[config.mk]
export PLATFORM = sky130hd
export DESIGN_NAME = uart_packet_decoder
export DESIGN_NICKNAME = d
export VERILOG_FILES = /design/src/rtl/uart_pkt_pkg.sv /design/src/rtl/pkt_footer_check.sv /design/src/rtl/uart_packet_decoder.sv
export SDC_FILE = /design/constraint.sdc
export NUM_CORES = 1
export LEC_CHECK = 0
export ABC_CLOCK_PERIOD_IN_PS = 9400
export BUFFER_PORTS_ARGS = -buffer_cell sky130_fd_sc_hd__buf_2
export CORE_UTILIZATION = 30
export DETAILED_ROUTE_END_ITERATION = 8
export MAX_ROUTING_LAYER = met4
export SLEW_MARGIN = 20
export SYNTH_ARGS = -nofsm -noshare
export SYNTH_HDL_FRONTEND = slang
export SYNTH_SLANG_ARGS = --single-unit
[constraint.sdc]
create_clock -name clk -period 9.4 [get_ports clk]
set_input_delay 1.41 -clock clk [delete_from_list [all_inputs] [get_ports clk]]
set_output_delay 1.41 -clock clk [all_outputs]
set_load 0.01 [all_outputs]
[src/rtl/uart_pkt_pkg.sv]
// ---------------------------------------------------------------------------
// uart_pkt_pkg
// Shared definitions for the UART pixel-packet decoder.
//
// A packet is three UART bytes, MSB byte first:
//   {PKT_HEADER[2:0], loc[9:0], data[7:0], footer[2:0]}
//
// Contents:
//   PKT_HEADER            fixed 3-bit header pattern in the first byte
//   LOC_W / DATA_W / FTR_W field widths
//   S_B0..S_CHK           decoder FSM state encoding
//   calc_footer()         footer check bits for a (data, loc) pair
// ---------------------------------------------------------------------------
package uart_pkt_pkg;

  localparam logic [2:0] PKT_HEADER = 3'b101;

  localparam int LOC_W  = 10;
  localparam int DATA_W = 8;
  localparam int FTR_W  = 3;

  typedef logic [1:0] state_t;

  // S_B0: waiting for a header byte
  // S_B1: waiting for the middle byte
  // S_B2: waiting for the last byte
  // S_CHK: one-cycle evaluation of the assembled packet
  localparam state_t S_B0  = 2'd0;
  localparam state_t S_B1  = 2'd1;
  localparam state_t S_B2  = 2'd2;
  localparam state_t S_CHK = 2'd3;

  // Footer bits:
  //   [2] parity of the data byte
  //   [1] parity of the location
  //   [0] parity of the data high nibble together with the location high half
  function automatic logic [FTR_W-1:0] calc_footer(
    input logic [DATA_W-1:0] data,
    input logic [LOC_W-1:0]  loc
  );
    calc_footer = {^data, ^loc, ^{data[7:4], loc[9:5]}};
  endfunction

endpackage

[src/rtl/pkt_footer_check.sv]
// ---------------------------------------------------------------------------
// pkt_footer_check
// Purely combinational comparison of a received footer against the footer
// recomputed from the received location and data fields.
//
// Ports:
//   loc_i        received 10-bit location
//   data_i       received 8-bit pixel data
//   footer_i     received 3-bit footer
//   footer_ok_o  high when footer_i matches the recomputed footer
// ---------------------------------------------------------------------------
module pkt_footer_check
  import uart_pkt_pkg::*;
(
  input  logic [LOC_W-1:0]  loc_i,
  input  logic [DATA_W-1:0] data_i,
  input  logic [FTR_W-1:0]  footer_i,
  output logic              footer_ok_o
);

  logic [FTR_W-1:0] expected;

  assign expected    = calc_footer(data_i, loc_i);
  assign footer_ok_o = (expected == footer_i);

endmodule

[src/rtl/uart_packet_decoder.sv]
// ---------------------------------------------------------------------------
// uart_packet_decoder
// Assembles three UART bytes into a pixel packet, validates header, footer
// and location range, and writes accepted pixels into the pixel RAM. Counts
// accepted packets and raises receive_done once NUM_PIXELS have arrived.
//
// Ports:
//   clk            system clock
//   rst            asynchronous active-low reset
//   rx_data        byte from the UART receiver
//   rx_valid       one-cycle strobe qualifying rx_data
//   done_clr       synchronous clear of counters/receive_done, restarts reception
//   mem_we         pixel RAM write strobe (one cycle)
//   mem_addr       pixel RAM address (zero-extended loc), held between writes
//   mem_wdata      pixel data, held between writes
//   count_packets  accepted packet count (saturating)
//   receive_done   sticky, set once count_packets reaches NUM_PIXELS
//   err_header     bytes dropped for a bad header
//   err_footer     packets dropped for a footer mismatch
//   err_range      packets dropped for loc >= NUM_PIXELS
//   err_timeout    partial packets discarded after an inter-byte timeout
// ---------------------------------------------------------------------------
module uart_packet_decoder
  import uart_pkt_pkg::*;
#(
  parameter int NUM_PIXELS     = 20,
  parameter int ADDR_W         = 10,
  parameter int TIMEOUT_CYCLES = 4000,
  parameter int ERR_W          = 16
)
(
  input  logic              clk,
  input  logic              rst,
  input  logic [7:0]        rx_data,
  input  logic              rx_valid,
  input  logic              done_clr,
  output logic              mem_we,
  output logic [ADDR_W-1:0] mem_addr,
  output logic [7:0]        mem_wdata,
  output logic [31:0]       count_packets,
  output logic              receive_done,
  output logic [ERR_W-1:0]  err_header,
  output logic [ERR_W-1:0]  err_footer,
  output logic [ERR_W-1:0]  err_range,
  output logic [ERR_W-1:0]  err_timeout
);

  if (NUM_PIXELS < 1 || NUM_PIXELS > 1024) begin : g_bad_num_pixels
    $error("uart_packet_decoder: NUM_PIXELS must be 1..1024");
  end
  if (ADDR_W < LOC_W) begin : g_bad_addr_w
    $error("uart_packet_decoder: ADDR_W must be at least 10");
  end

  localparam int IDLE_W = $clog2(TIMEOUT_CYCLES + 1);
  localparam logic [IDLE_W-1:0] IDLE_LIMIT  = IDLE_W'(TIMEOUT_CYCLES);
  // One extra bit so NUM_PIXELS=1024 is representable for the range compare.
  localparam logic [LOC_W:0]    NUM_PIX_EXT = (LOC_W + 1)'(NUM_PIXELS);

  function automatic logic [ERR_W-1:0] sat_inc(input logic [ERR_W-1:0] v);
    sat_inc = (&v) ? v : v + 1'b1;
  endfunction

  state_t              state_q, state_d;
  state_t              eff_state;
  logic [LOC_W-1:0]    loc_q, loc_d;
  logic [DATA_W-1:0]   data_q, data_d;
  logic [FTR_W-1:0]    ftr_q, ftr_d;
  logic [IDLE_W-1:0]   idle_q, idle_d;
  logic [31:0]         count_q, count_d;
  logic                done_q, done_d;
  logic [ERR_W-1:0]    err_header_q, err_header_d;
  logic [ERR_W-1:0]    err_footer_q, err_footer_d;
  logic [ERR_W-1:0]    err_range_q, err_range_d;
  logic [ERR_W-1:0]    err_timeout_q, err_timeout_d;
  logic [ADDR_W-1:0]   addr_hold_q, addr_hold_d;
  logic [7:0]          wdata_hold_q, wdata_hold_d;

  logic footer_ok;
  logic in_range;
  logic timeout_hit;
  logic write_ok;

  pkt_footer_check u_footer_check (
    .loc_i       (loc_q),
    .data_i      (data_q),
    .footer_i    (ftr_q),
    .footer_ok_o (footer_ok)
  );

  assign in_range    = ({1'b0, loc_q} < NUM_PIX_EXT);
  assign timeout_hit = ((state_q == S_B1) || (state_q == S_B2)) && (idle_q == IDLE_LIMIT);

  always_comb begin
    state_d       = state_q;
    eff_state     = state_q;
    loc_d         = loc_q;
    data_d        = data_q;
    ftr_d         = ftr_q;
    idle_d        = '0;
    count_d       = count_q;
    done_d        = done_q;
    err_header_d  = err_header_q;
    err_footer_d  = err_footer_q;
    err_range_d   = err_range_q;
    err_timeout_d = err_timeout_q;
    addr_hold_d   = addr_hold_q;
    wdata_hold_d  = wdata_hold_q;
    write_ok      = 1'b0;

    if (done_clr) begin
      // Any byte or pending packet in this cycle is dropped.
      state_d       = S_B0;
      count_d       = '0;
      done_d        = 1'b0;
      err_header_d  = '0;
      err_footer_d  = '0;
      err_range_d   = '0;
      err_timeout_d = '0;
    end else begin
      // On timeout the partial packet is abandoned and a byte arriving in the
      // same cycle is decoded as if we were already back in S_B0.
      if (timeout_hit) begin
        eff_state     = S_B0;
        state_d       = S_B0;
        err_timeout_d = sat_inc(err_timeout_q);
      end

      case (eff_state)
        S_B0: begin
          if (rx_valid) begin
            if (rx_data[7:5] == PKT_HEADER) begin
              loc_d[9:5] = rx_data[4:0];
              state_d    = S_B1;
            end else begin
              err_header_d = sat_inc(err_header_q);
            end
          end
        end
        S_B1: begin
          if (rx_valid) begin
            loc_d[4:0]  = rx_data[7:3];
            data_d[7:5] = rx_data[2:0];
            state_d     = S_B2;
          end else begin
            idle_d = idle_q + 1'b1;
          end
        end
        S_B2: begin
          if (rx_valid) begin
            data_d[4:0] = rx_data[7:3];
            ftr_d       = rx_data[2:0];
            state_d     = S_CHK;
          end else begin
            idle_d = idle_q + 1'b1;
          end
        end
        S_CHK: begin
          state_d = S_B0;
          if (!footer_ok) begin
            err_footer_d = sat_inc(err_footer_q);
          end else if (!in_range) begin
            err_range_d = sat_inc(err_range_q);
          end else begin
            write_ok     = 1'b1;
            addr_hold_d  = ADDR_W'(loc_q);
            wdata_hold_d = data_q;
            if (count_q != '1) begin
              count_d = count_q + 1'b1;
            end
          end
        end
        default: state_d = S_B0;
      endcase

      if (count_d >= 32'(NUM_PIXELS)) begin
        done_d = 1'b1;
      end
    end
  end

  always_ff @(posedge clk or negedge rst) begin
    if (!rst) begin
      state_q       <= S_B0;
      loc_q         <= '0;
      data_q        <= '0;
      ftr_q         <= '0;
      idle_q        <= '0;
      count_q       <= '0;
      done_q        <= 1'b0;
      err_header_q  <= '0;
      err_footer_q  <= '0;
      err_range_q   <= '0;
      err_timeout_q <= '0;
      addr_hold_q   <= '0;
      wdata_hold_q  <= '0;
    end else begin
      state_q       <= state_d;
      loc_q         <= loc_d;
      data_q        <= data_d;
      ftr_q         <= ftr_d;
      idle_q        <= idle_d;
      count_q       <= count_d;
      done_q        <= done_d;
      err_header_q  <= err_header_d;
      err_footer_q  <= err_footer_d;
      err_range_q   <= err_range_d;
      err_timeout_q <= err_timeout_d;
      addr_hold_q   <= addr_hold_d;
      wdata_hold_q  <= wdata_hold_d;
    end
  end

  // The write strobe comes straight from the S_CHK decision so the pulse
  // lands one cycle after the last byte; address/data follow the same mux and
  // otherwise show the last written values.
  assign mem_we        = write_ok;
  assign mem_addr      = write_ok ? addr_hold_d : addr_hold_q;
  assign mem_wdata     = write_ok ? wdata_hold_d : wdata_hold_q;
  assign count_packets = count_q;
  assign receive_done  = done_q;
  assign err_header    = err_header_q;
  assign err_footer    = err_footer_q;
  assign err_range     = err_range_q;
  assign err_timeout   = err_timeout_q;

endmodule

=== Word-level counts from Yosys, hierarchy flattened ===
Index checks and enable logic that the tools add are counted.
Widths: inputs -> output; s select.

* Reduce and logical (&&, ||, !) cells: 24
* Bitwise gates (word level): 1
* $add $sub $neg: 6
* Mux-type cells: 50
* Equal/unequal tests: 16
* $lt $le $gt $ge: 2

{| class="wikitable"
|+ Operator list
! cell !! count
|-
| $mux 16 || 17
|-
| $mux 32 || 6
|-
| $add 16x1->16 const B || 4
|-
| $reduce_and 16->1 || 4
|-
| $mux 10 || 5
|-
| $mux 8 || 5
|-
| $mux 12 || 3
|-
| $add 32x1->32 const B || 1
|-
| $ge 32x5->1 const B || 1
|-
| $ne 32x32->1 const B || 1
|-
| $mux 2 || 7
|-
| $ne 2x2->1 const B || 7
|-
| $add 12x1->12 const B || 1
|-
| $eq 12x12->1 const B || 1
|-
| $reduce_and 4->1 || 3
|-
| $reduce_bool 2->1 || 6
|-
| $lt 10x5->1 const B || 1
|-
| $reduce_xor 10->1 || 1
|-
| $reduce_and 3->1 || 3
|-
| $reduce_xor 9->1 || 1
|-
| $pmux 2 s4 || 1
|-
| $reduce_xor 8->1 || 1
|-
| $eq 2x2->1 const B || 3
|-
| $mux 1 || 6
|-
| 9 further kinds || 10
|}

* Bits in registers: 150
* Word-level logic and storage cells: 114
* Input port bits: 12

=== Longest topological paths before layout ===
Gate-level depths: netlist of run 1.

* Word-level depth: 11
* Depth in mapped cells: 12
* Gate-level depth less buffers: 12

=== By module ===
Synthesis of run 1 repeated with hierarchy kept, for this count alone.

* Cells, all modules: 797
* Area, all modules: 7960.1 µm²

{| class="wikitable"
|+ By module, submodules not included
! module !! seq. area each (µm²) !! times used !! area each (µm²) !! cells each
|-
| uart_packet_decoder || 3753.6 || 1 || 7733.7 || 773
|-
| pkt_footer_check || 0.0 || 1 || 226.5 || 24
|}

=== Worst setup path before layout of run 1 ===
No wires, ideal clock.

* Kind: register -> output
* From: register loc_q[5]
* To: output port mem_addr[5]
* Required time: 7.990 ns
* Stages on the path, launching flop included: 11
* Path buffers: 2
* Slack: 5.181 ns
* Arrival time: 2.809 ns
* Cells stage by stage: dfrtp_1 -> inv_1 -> ha_1 -> xnor3_1 -> xnor3_1 -> nand4_1 -> a21o_1 -> buf_4 -> nor2_2 -> buf_2 -> mux2_2

* Cells in the longest elaborated chain, start to end: 6
* Elaborated cells between the ends (all ways): 13
* Those cells by class: order compare (1); eq/ne (1); mux (9); reduce/logical (2)

{| class="wikitable"
|+ Ends and longest elaborated chain
! element !! line !! RTL
|-
| start, declared || uart_packet_decoder.sv:66 || <nowiki>logic [LOC_W-1:0] loc_q, loc_d;</nowiki>
|-
| start signal, assigned || uart_packet_decoder.sv:199 || <nowiki>loc_q <= loc_d;</nowiki>
|-
| $lt 10x5->1, or another cell as far along || uart_packet_decoder.sv:91 || <nowiki>assign in_range = ({1'b0, loc_q} < NUM_PIX_EXT);</nowiki>
|-
| $mux 10, or another cell as far along || uart_packet_decoder.sv:162 || <nowiki>end else if (!in_range) begin</nowiki>
|-
| $mux 10 / $mux 1 (equally long branches) || uart_packet_decoder.sv:160 || <nowiki>if (!footer_ok) begin</nowiki>
|-
| $mux 10 / $mux 1 (equally long branches) || uart_packet_decoder.sv:129 || <nowiki>case (eff_state)</nowiki>
|-
| $mux 10 / $mux 1 (equally long branches) || uart_packet_decoder.sv:111 || <nowiki>if (done_clr) begin</nowiki>
|-
| $mux 10 (*) || uart_packet_decoder.sv:218 || <nowiki>assign mem_addr = write_ok ? addr_hold_d : addr_hold_q;</nowiki>
|-
| end, declared || uart_packet_decoder.sv:38 || <nowiki>output logic [ADDR_W-1:0] mem_addr,</nowiki>
|}

Every way passes the cells marked *; elsewhere a longest branch is shown, timed or not.

=== Worst setup path in the final report of run 1 ===
* From: register loc_q[5]
* To: output port mem_addr[4]

The elaborated chain is that of the path after synthesis.

==> reports/qor.csv, run 1 <==
stage,metric,value,unit
worst_setup_path,Setup CP Type,reg2out,
outcome,run status,"finished, violations left",
hold_path,Worst Hold Depth,1,
worst_setup_path,FF-to-FF path depth,11,
synthesis,Syn Inst Count,819,
detailed_routing,final antenna-violating net count,0,
detailed_routing,starting DRC count in detailed routing,351,
worst_setup_path,crit-path cells,inv_1 > ha_1 > xnor3_1 > xnor3_1 > nand4_1 > a21o_1 > nor2_4 > mux2_2 > buf_2,
synthesis,"flops & latches, synth",150,
clock_tree,H-tree levels,4,
synthesis,yosys warns,0,
clock_tree,post-CTS setup buffer count,0,
global_routing,Tot GR Track Use,0.152,
detailed_routing,DR pass1 iterations,9,
worst_setup_path,worst reg2reg endpoint,receive_done,
detailed_routing,drt via density,4.89,
worst_setup_path,CP arrival,3.99,ns
synthesis,sequential area share after synthesis,0.466,
finish,Multi-input gate area,4090,sq um
power,Comb pwr share,0.224,
synthesis,syn nets,848,
clock_tree,# hold bufs at CTS,0,
hold_path,sink of the worst hold path,idle_q[0],
sta,Max Transition Viols Final,0,
power,internal power,0.00135,W
floorplan,Core Box Area,26200,sq um
power,clock network fraction of total power,0.395,
global_routing,initial antenna violation count,0,
finish,Layout fillers,2621,
power,switching pwr,0.000587,W
worst_setup_path,Critical Path Start Type,flop,
worst_setup_path,critical path's slowest cell,nor2_4,
global_routing,vias in the first global route,6158,
synthesis,Mapped Area,8050,sq um
power,Pleak,4.41,nW
global_routing,grt ovf,0,
sta,max frequency,0.185,GHz
place,Buffers on Ports,127,
sta,Final Critical Period,5.40,ns
place,HPWL Detailed,13900,microns
place,# placed instances,1258,
synthesis,top post-synthesis cells by area,"dfrtp_1 47%, mux2_2 7.4%, xnor2_1 6.3%",
clock_tree,CTS root buf,clkbuf_16,
clock_tree,total CTS buffers,17,
finish,share of cells above drive strength 1,0.241,
worst_setup_path,CP startpoint,loc_q[5],
floorplan,Die Span X,166,microns
floorplan,Die Area,27500,sq um
finish,FF+latch area,3750,sq um
detailed_routing,WL final,19400,microns
place,global placement routability congestion,0.819,
outcome,violated checks,DRC,
finish,Antenna Cells,0,
clock_tree,Clock Latency Late Sink,0.42,ns
sta,Final setup viols,0,
sta,Final Hold Viols,0,
synthesis,Post-synth top flop,dfrtp_1,
worst_setup_path,r2r startpoint,loc_q[5],
worst_setup_path,Crit. End Element,primary output,
sta,TNS Setup,0,ns
detailed_routing,drt drc,9,
floorplan,num ports,128,
clock_tree,post-cts sizing count,0,
synthesis,synth unique cells,49,
finish,final-stage net count,971,
global_routing,first-pass GRT wire length,33000,microns
clock_tree,"Reg clk slew, reported paths",0.07,ns
job,Max-Cap Viols,0,
synthesis,"EDFF count, synth",0,
worst_setup_path,Critical Path RT,7.99,ns
clock_tree,CTS tree,built,
power,Power per Cell Area,200,nW/um^2
synthesis,post-synth top area cell,dfrtp_1,
sta,Slew headroom,0.323,
worst_setup_path,Crit path buffers/inverters,2,
global_routing,pin count of the biggest net entering global routing,97,
clock_tree,clock net sink count,150,
finish,"most common cell after layout, fill and taps aside",dfrtp_1,
power,sequential power share,0.381,
finish,P&R area growth vs syn,20.3,%
worst_setup_path,crit path max fanout,37,
power,"IR drop worst, VDD",0.119,mV
floorplan,Vert. Die Dim,166,microns
worst_setup_path,crit-path most repeated cell,xnor3_1,
sta,Layout Skew,0.0131,ns
worst_setup_path,"Largest stage delay, worst path",0.84,ns
worst_setup_path,reg2reg setup slack,5.80,ns
worst_setup_path,"CP delay by family, top",simple AND/OR/NAND/NOR gates,
synthesis,Post-synth ARST share,1.00,
finish,"commonest cells after routing, fill and taps aside","150 x dfrtp_1, 125 x buf_2, 115 x nor2_1, 67 x nand2_1, 58 x xnor2_1",
clock_tree,worst-case clock buffer depth,2,
power,switching portion of total power,0.302,
floorplan,cell row count,59,
floorplan,initial core utilization,0.307,
sta,RSZ-0062 raised after global routing,false,
detailed_routing,via count,6313,
hold_path,worst min-delay path category,reg2reg,
sta,Worst-Margin Slew,1.01,ns
hold_path,hold_sp,idle_q[0],
sta,fin crit share,0.574,
finish,Final Non-Filler Cells,1290,
detailed_routing,drt wl/cell,15.1,microns
synthesis,syn avg cell area,9.83,sq um
synthesis,Yosys top cell area share,0.466,
==> worst register-to-register path: stages (launching register included) <==
cell and delay [ns]:
dfrtp_1 0.46, inv_1 0.09, ha_1 0.28, xnor3_1 0.39, xnor3_1 0.30, nand4_1 0.20, a21o_1 0.42, or2_1 0.41
o31ai_1 0.33, o2111ai_1 0.19, nor4_2 0.27, a31oi_1 0.10
==> stage by stage <==
stage	hold WS [ns]	setup WS (ns)	instance area (sq um)	util	total power, W
2_1_floorplan	0.455	5.18	8050	-	0.00106
3_3_place_gp	0.477	4.55	9030	0.345	0.00118
3_5_place_dp	0.483	4.48	9030	0.345	0.00118
4_1_cts	0.492	3.98	9690	0.370	0.00196
5_1_grt	0.521	3.71	9690	0.370	0.00204
6_report	0.488	4.00	9690	0.370	0.00194
==> power by group through the flow <==
stage / clock, W / combinational [W] / sequential (W)
after floorplan: 0 / 0.000327 / 0.000736
after global placement: 0 / 0.000426 / 0.000751
after detailed placement: 0 / 0.000429 / 0.000752
after CTS: 0.000790 / 0.000433 / 0.000740
after global routing: 0.000819 / 0.000474 / 0.000747
final: 0.000768 / 0.000435 / 0.000739
==> logic make-up after synthesis <==
kind of cell             Yosys count  synth area share
AND/OR/NAND/NOR                  346             0.213
flip-flops                       150             0.466
XOR/XNOR                         100             0.119
AO/OA/AOI/OAI                     91            0.0657
multiplexers                      60            0.0828
buffers and inverters             55            0.0272
adder cells (fa/ha/maj)           17            0.0264
==> synthesized netlist by cell type (21+ instances only) <==
master and number:
mux2_2 53, nand4_1 21, xor2_1 36, xnor2_1 58, or3_1 31, inv_1 29
nand3_1 39, nor2_1 115, nand2_1 67, a21oi_1 30, o21ai_0 34, dfrtp_1 150
==> routing by layer <==
layer / part of all wire / global-route usage / wire (microns) / vias up
met4: 0.0090 / 0.0374 / 174 / 0
met5: 0 / - / 0 / -
li1: - / - / - / 3092
met3: 0.041 / 0.0293 / 805 / 11
met1: 0.50 / 0.214 / 9720 / 3076
met2: 0.45 / 0.224 / 8720 / 134
==> state kept, by name, indices dropped and copies added, names as in the netlist, 10 cells and up <==
register	flops
loc_q	10
err_range	16
idle_q	12
addr_hold_q	10
err_header	16
count_packets	32
err_timeout	16
err_footer	16
==> final cells by class <==
type	instances	share of cell area
timing repair buffer	130	0.0688
tap	335	0.0433
clock inverter	15	0.0236
clock buffer	17	0.0439
multi-input combinational	614	0.422
inverter	29	0.0112
sequential	150	0.387
==> worst max-delay path by stage <==
stage / end / cells after the start / slack, ns
after global routing: mem_wdata[2] / 9 / 3.71
after global placement: mem_addr[4] / 9 / 4.55
after floorplan: mem_addr[5] / 10 / 5.18
after CTS: mem_addr[4] / 9 / 3.98
final: mem_addr[4] / 9 / 4.00
after detailed placement: mem_addr[4] / 9 / 4.48
(Power assumes the default switching activity.)
==> run 2: changes to the inputs <==
--- a/config.mk
+++ b/config.mk
@@ -5,7 +5,7 @@
 export SDC_FILE = /design/constraint.sdc
 export NUM_CORES = 1
 export LEC_CHECK = 0
-export ABC_CLOCK_PERIOD_IN_PS = 9400
+export ABC_CLOCK_PERIOD_IN_PS = 5600
 export BUFFER_PORTS_ARGS = -buffer_cell sky130_fd_sc_hd__buf_2
 export CORE_UTILIZATION = 30
 export DETAILED_ROUTE_END_ITERATION = 8
==> constraint.sdc (replaced) <==
create_clock -name clk -period 5.6 [get_ports clk]
set_input_delay 0.84 -clock clk [delete_from_list [all_inputs] [get_ports clk]]
set_output_delay 0.84 -clock clk [all_outputs]
set_load 0.01 [all_outputs]
==> reports/qor.csv, run 2 (synthesis gave the netlist of run 1 again) <==
stage,metric,value,unit
worst_setup_path,Setup CP Type,reg2out,
worst_setup_path,Crit path buffers/inverters,2,
global_routing,first-pass GRT wire length,33100,microns
floorplan,Die Area,27500,sq um
worst_setup_path,"Largest stage delay, worst path",0.79,ns
clock_tree,Clock Latency Late Sink,0.43,ns
detailed_routing,DR pass1 iterations,7,
worst_setup_path,crit path max fanout,35,
global_routing,initial antenna violation count,0,
finish,P&R area growth vs syn,19.7,%
global_routing,Tot GR Track Use,0.155,
finish,final-stage net count,972,
power,Power per Cell Area,326,nW/um^2
worst_setup_path,crit-path most repeated cell,xnor3_1,
worst_setup_path,crit-path cells,inv_1 > ha_1 > xnor3_1 > xnor3_1 > nand4_1 > a21o_1 > nor2_4 > mux2_2 > buf_2,
worst_setup_path,Critical Path RT,4.76,ns
sta,max frequency,0.209,GHz
clock_tree,worst-case clock buffer depth,2,
clock_tree,CTS root buf,clkbuf_16,
power,Pleak,4.39,nW
finish,"commonest cells after routing, fill and taps aside","150 x dfrtp_1, 125 x buf_2, 115 x nor2_1, 67 x nand2_1, 58 x xnor2_1",
finish,share of cells above drive strength 1,0.242,
power,"IR drop worst, VDD",0.240,mV
outcome,violated checks,DRC,
sta,RSZ-0062 raised after global routing,false,
detailed_routing,WL final,19600,microns
detailed_routing,via count,6378,
floorplan,initial core utilization,0.307,
detailed_routing,drt wl/cell,15.2,microns
floorplan,Core Box Area,26200,sq um
floorplan,cell row count,59,
global_routing,grt ovf,0,
clock_tree,# hold bufs at CTS,0,
place,Buffers on Ports,127,
detailed_routing,drt via density,4.94,
sta,TNS Setup,0,ns
clock_tree,total CTS buffers,17,
sta,Layout Skew,0.0140,ns
sta,Final setup viols,0,
clock_tree,CTS tree,built,
detailed_routing,starting DRC count in detailed routing,359,
sta,fin crit share,0.855,
place,placed cell areas,9040,sq um
place,HPWL Detailed,14000,microns
sta,Worst-Margin Slew,0.939,ns
worst_setup_path,Critical Path Start Type,flop,
sta,Slew headroom,0.372,
floorplan,Vert. Die Dim,166,microns
sta,Final Critical Period,4.79,ns
finish,Antenna Cells,0,
worst_setup_path,critical path's slowest cell,nor2_4,
clock_tree,post-CTS setup buffer count,0,
clock_tree,"Reg clk slew, reported paths",0.08,ns
floorplan,num ports,128,
worst_setup_path,"CP delay by family, top",simple AND/OR/NAND/NOR gates,
detailed_routing,final antenna-violating net count,0,
finish,max FFs per register,32,
outcome,run status,"finished, violations left",
hold_path,worst min-delay path category,in2async,
finish,post-route cell area,9640,sq um
clock_tree,clock net sink count,150,
sta,Final Hold Viols,0,
place,global placement routability congestion,0.845,
sta,Max Transition Viols Final,0,
detailed_routing,drt drc,8,
worst_setup_path,Crit. End Element,primary output,
job,Max-Cap Viols,0,
worst_setup_path,CP arrival,3.95,ns
global_routing,vias in the first global route,6136,
global_routing,pin count of the biggest net entering global routing,105,
finish,"most common cell after layout, fill and taps aside",dfrtp_1,
clock_tree,H-tree levels,4,
floorplan,Die Span X,166,microns
clock_tree,post-cts sizing count,0,
run 2: cell types whose count changed in the layout (fill, tap and decap cells not counted), sizes merged:
cell	change
clkinvlp	+2
bufinv	-4
inv	-1
clkinv	+3
clkbuf	+1
run 2: path summary, 6_finish.rpt:
kind | cells after the start | end | slack, ns | startpoint
min in group clk | 1 | idle_q[0] | 0.49 | idle_q[0]
setup reg to reg | 9 | wdata_hold_q[0] | 1.94 | loc_q[5]
max in group asynchronous | 2 | err_range[12] | 3.97 | rst
hold reg to reg | 1 | idle_q[0] | 0.49 | idle_q[0]
setup / recovery | 9 | mem_addr[4] | 0.81 | loc_q[5]
hold / removal | 1 | err_header[5] | 0.48 | rst
run 2: final cells by class:
cell class,count,area (sq um)
clock inverters,15,174
well taps,335,419
repair buffers,131,677
flip-flops and latches,150,3750
multi-input cells,614,4090
inverters,29,109
fillers,2641,16600
clock buffers,17,425
run 2: layer usage:
| metal | track usage | up-vias | share of wire |
|---|---|---|---|
| li1 | - | 3103 | - |
| met1 | 0.214 | 3128 | 0.50 |
| met2 | 0.232 | 135 | 0.45 |
| met3 | 0.0279 | 12 | 0.045 |
| met4 | 0.0419 | 0 | 0.010 |
| met5 | - | - | 0 |
run 2: through the flow:
step	hold WS, ns	setup WS [ns]	utilization	std cells	total power, W
final	0.482	0.809	0.368	1291	0.00314
after global routing	0.529	0.522	0.368	1291	0.00332
after CTS	0.493	0.715	0.368	1291	0.00318
after detailed placement	0.483	1.23	0.345	1259	0.00199
after global placement	0.476	1.34	0.345	1259	0.00197
after floorplan	0.455	1.95	-	819	0.00178
run 2: power breakdown:
part,switching [W],leakage [nW],internal [W]
sequential,0.0000832,2.07,0.00116
combinational,0.000382,2.03,0.000348
clock,0.000567,0.287,0.000605
run 2: worst register-to-register path: stages (launching register included):
cell	delay, ns
dfrtp_1	0.45
inv_1	0.08
ha_1	0.28
xnor3_1	0.40
xnor3_1	0.29
nand4_1	0.22
a21o_1	0.44
nor2_4	0.80
buf_4	0.27
mux2_2	0.33
==> run 3: changes to the inputs <==
--- a/config.mk
+++ b/config.mk
@@ -7,9 +7,11 @@
 export LEC_CHECK = 0
 export ABC_CLOCK_PERIOD_IN_PS = 5600
 export BUFFER_PORTS_ARGS = -buffer_cell sky130_fd_sc_hd__buf_2
+export CORE_MARGIN = 2
 export CORE_UTILIZATION = 30
 export DETAILED_ROUTE_END_ITERATION = 8
 export MAX_ROUTING_LAYER = met4
+export SKIP_LAST_GASP = 1
 export SLEW_MARGIN = 20
 export SYNTH_ARGS = -nofsm -noshare
 export SYNTH_HDL_FRONTEND = slang
==> reports/qor.csv, run 3 (synthesis gave the netlist of run 1 again) <==
stage,metric,value,unit
floorplan,Die Area,28200,sq um
worst_setup_path,reg2reg setup slack,1.94,ns
detailed_routing,via count,6384,
sta,Slew headroom,0.370,
worst_setup_path,crit-path cells,inv_1 > ha_1 > xnor3_1 > xnor3_1 > nand4_1 > a21o_1 > nor2_4 > mux2_2 > buf_2,
worst_setup_path,CP startpoint,loc_q[5],
floorplan,Vert. Die Dim,168,microns
clock_tree,Clock Latency Late Sink,0.42,ns
detailed_routing,final antenna-violating net count,0,
finish,"most common cell after layout, fill and taps aside",dfrtp_1,
outcome,run status,completed,
clock_tree,CTS tree,built,
sta,RSZ-0062 raised after global routing,false,
sta,Final Critical Period,4.80,ns
clock_tree,# hold bufs at CTS,0,
worst_setup_path,crit path max fanout,36,
detailed_routing,starting DRC count in detailed routing,299,
sta,TNS Setup,0,ns
clock_tree,CTS root buf,clkbuf_16,
floorplan,initial core utilization,0.307,
finish,share of cells above drive strength 1,0.242,
finish,post-route cell area,9670,sq um
finish,Antenna Cells,0,
detailed_routing,drt via density,4.95,
place,global placement routability congestion,0.838,
global_routing,vias in the first global route,6279,
detailed_routing,DR pass1 iterations,4,
sta,Final setup viols,0,
worst_setup_path,Setup CP Type,reg2out,
worst_setup_path,cell count along the critical path,9,
worst_setup_path,r2r startpoint,loc_q[5],
clock_tree,worst-case clock buffer depth,2,
finish,max FFs per register,32,
floorplan,num ports,128,
sta,Final Hold Slack,0.486,ns
global_routing,Tot GR Track Use,0.150,
detailed_routing,WL final,19900,microns
sta,Final Hold Viols,0,
finish,Multi-input gate area,4090,sq um
worst_setup_path,worst reg2reg endpoint,addr_hold_q[4],
worst_setup_path,crit-path most repeated cell,xnor3_1,
clock_tree,total CTS buffers,17,
detailed_routing,drt wl/cell,15.4,microns
job,Max-Cap Viols,0,
detailed_routing,drt drc,0,
finish,Final Non-Filler Cells,1291,
clock_tree,clock net sink count,150,
power,"IR drop worst, VDD",0.210,mV
sta,Max Transition Viols Final,0,
worst_setup_path,Critical Path RT,4.76,ns
power,Power per Cell Area,334,nW/um^2
global_routing,initial antenna violation count,0,
finish,Layout fillers,2660,
worst_setup_path,"Largest stage delay, worst path",0.79,ns
sta,max frequency,0.208,GHz
place,placed cell areas,9040,sq um
finish,P&R area growth vs syn,20.1,%
floorplan,Die Span X,168,microns
worst_setup_path,critical path's slowest cell,nor2_4,
worst_setup_path,CP arrival,3.96,ns
clock_tree,post-cts sizing count,0,
finish,FF+latch area,3750,sq um
sta,Worst-Margin Slew,0.943,ns
worst_setup_path,CP endpoint,mem_addr[4],
hold_path,worst min-delay path category,reg2reg,
place,HPWL Detailed,14200,microns
clock_tree,H-tree levels,4,
worst_setup_path,Critical Path Start Type,flop,
sta,Layout Skew,0.0130,ns
place,Buffers on Ports,127,
finish,final-stage net count,972,
worst_setup_path,"CP delay by family, top",simple AND/OR/NAND/NOR gates,
clock_tree,"Reg clk slew, reported paths",0.07,ns
global_routing,grt ovf,0,
global_routing,first-pass GRT wire length,33400,microns
worst_setup_path,Crit path buffers/inverters,2,
sta,fin crit share,0.858,
place,# placed instances,1259,
floorplan,Core Box Area,26200,sq um
power,Pleak,4.40,nW
worst_setup_path,FF-to-FF path depth,9,
global_routing,pin count of the biggest net entering global routing,100,
worst_setup_path,Crit. End Element,primary output,
finish,"commonest cells after routing, fill and taps aside","150 x dfrtp_1, 125 x buf_2, 115 x nor2_1, 67 x nand2_1, 58 x xnor2_1",
clock_tree,post-CTS setup buffer count,0,
floorplan,cell row count,59,
[run 3: cell count changes in the layout (fill, tap and decap cells not counted), sizes merged]
| cell | before | now |
|---|---|---|
| clkinv | 4 | 2 |
| buf | 130 | 131 |
| bufinv | 0 | 3 |
| clkbuf | 18 | 17 |
| clkinvlp | 2 | 1 |
[run 3: area by class of cell]
cell class,instances,area share
Timing Repair Buffer,131,0.0697
Clock inverter,15,0.0211
Sequential cell,150,0.388
Tap cell,335,0.0433
Inverter,29,0.0113
Multi-Input combinational cell,614,0.423
Clock buffer,17,0.0440
[run 3: report_power, final]
part	internal, W	switching (W)	total, W
combinational	0.000350	0.000389	0.000739
clock	0.000723	0.000529	0.00125
sequential	0.00116	0.0000828	0.00124
total	0.00223	0.00100	0.00323
[run 3: worst min path at each step]
stage | start | endpoint | slack [ns] | depth (start not counted)
global placement | idle_q[0] | idle_q[0] | 0.48 | 1
finish | idle_q[0] | idle_q[0] | 0.49 | 1
detailed placement | idle_q[0] | idle_q[0] | 0.48 | 1
floorplan | idle_q[0] | idle_q[0] | 0.45 | 1
CTS | idle_q[0] | idle_q[0] | 0.49 | 1
global route | addr_hold_q[9] | addr_hold_q[9] | 0.52 | 1
[run 3: per-layer routing]
| layer | vias to the layer above | routed length (microns) | share of wire | track usage |
|---|---|---|---|---|
| li1 | 3095 | - | - | - |
| met1 | 3133 | 9910 | 0.50 | 0.207 |
| met2 | 137 | 8850 | 0.44 | 0.229 |
| met3 | 19 | 819 | 0.041 | 0.0284 |
| met4 | 0 | 303 | 0.015 | 0.0393 |
| met5 | - | 0 | 0 | - |
[run 3: worst register-to-register path, cell delays in order (launching register included)]
cell and delay, ns:
dfrtp_1 0.44, inv_1 0.08, ha_1 0.28, xnor3_1 0.42
xnor3_1 0.30, nand4_1 0.21, a21o_1 0.43, nor2_4 0.80
buf_4 0.27, mux2_2 0.33
[run 3: stage by stage]
step | setup WS [ns] | utilization | total power (W)
2_1_floorplan | 1.95 | - | 0.00178
4_1_cts | 0.748 | 0.369 | 0.00327
3_5_place_dp | 1.24 | 0.345 | 0.00200
6_report | 0.795 | 0.369 | 0.00323
5_1_grt | 0.530 | 0.369 | 0.00341
3_3_place_gp | 1.35 | 0.345 | 0.00197
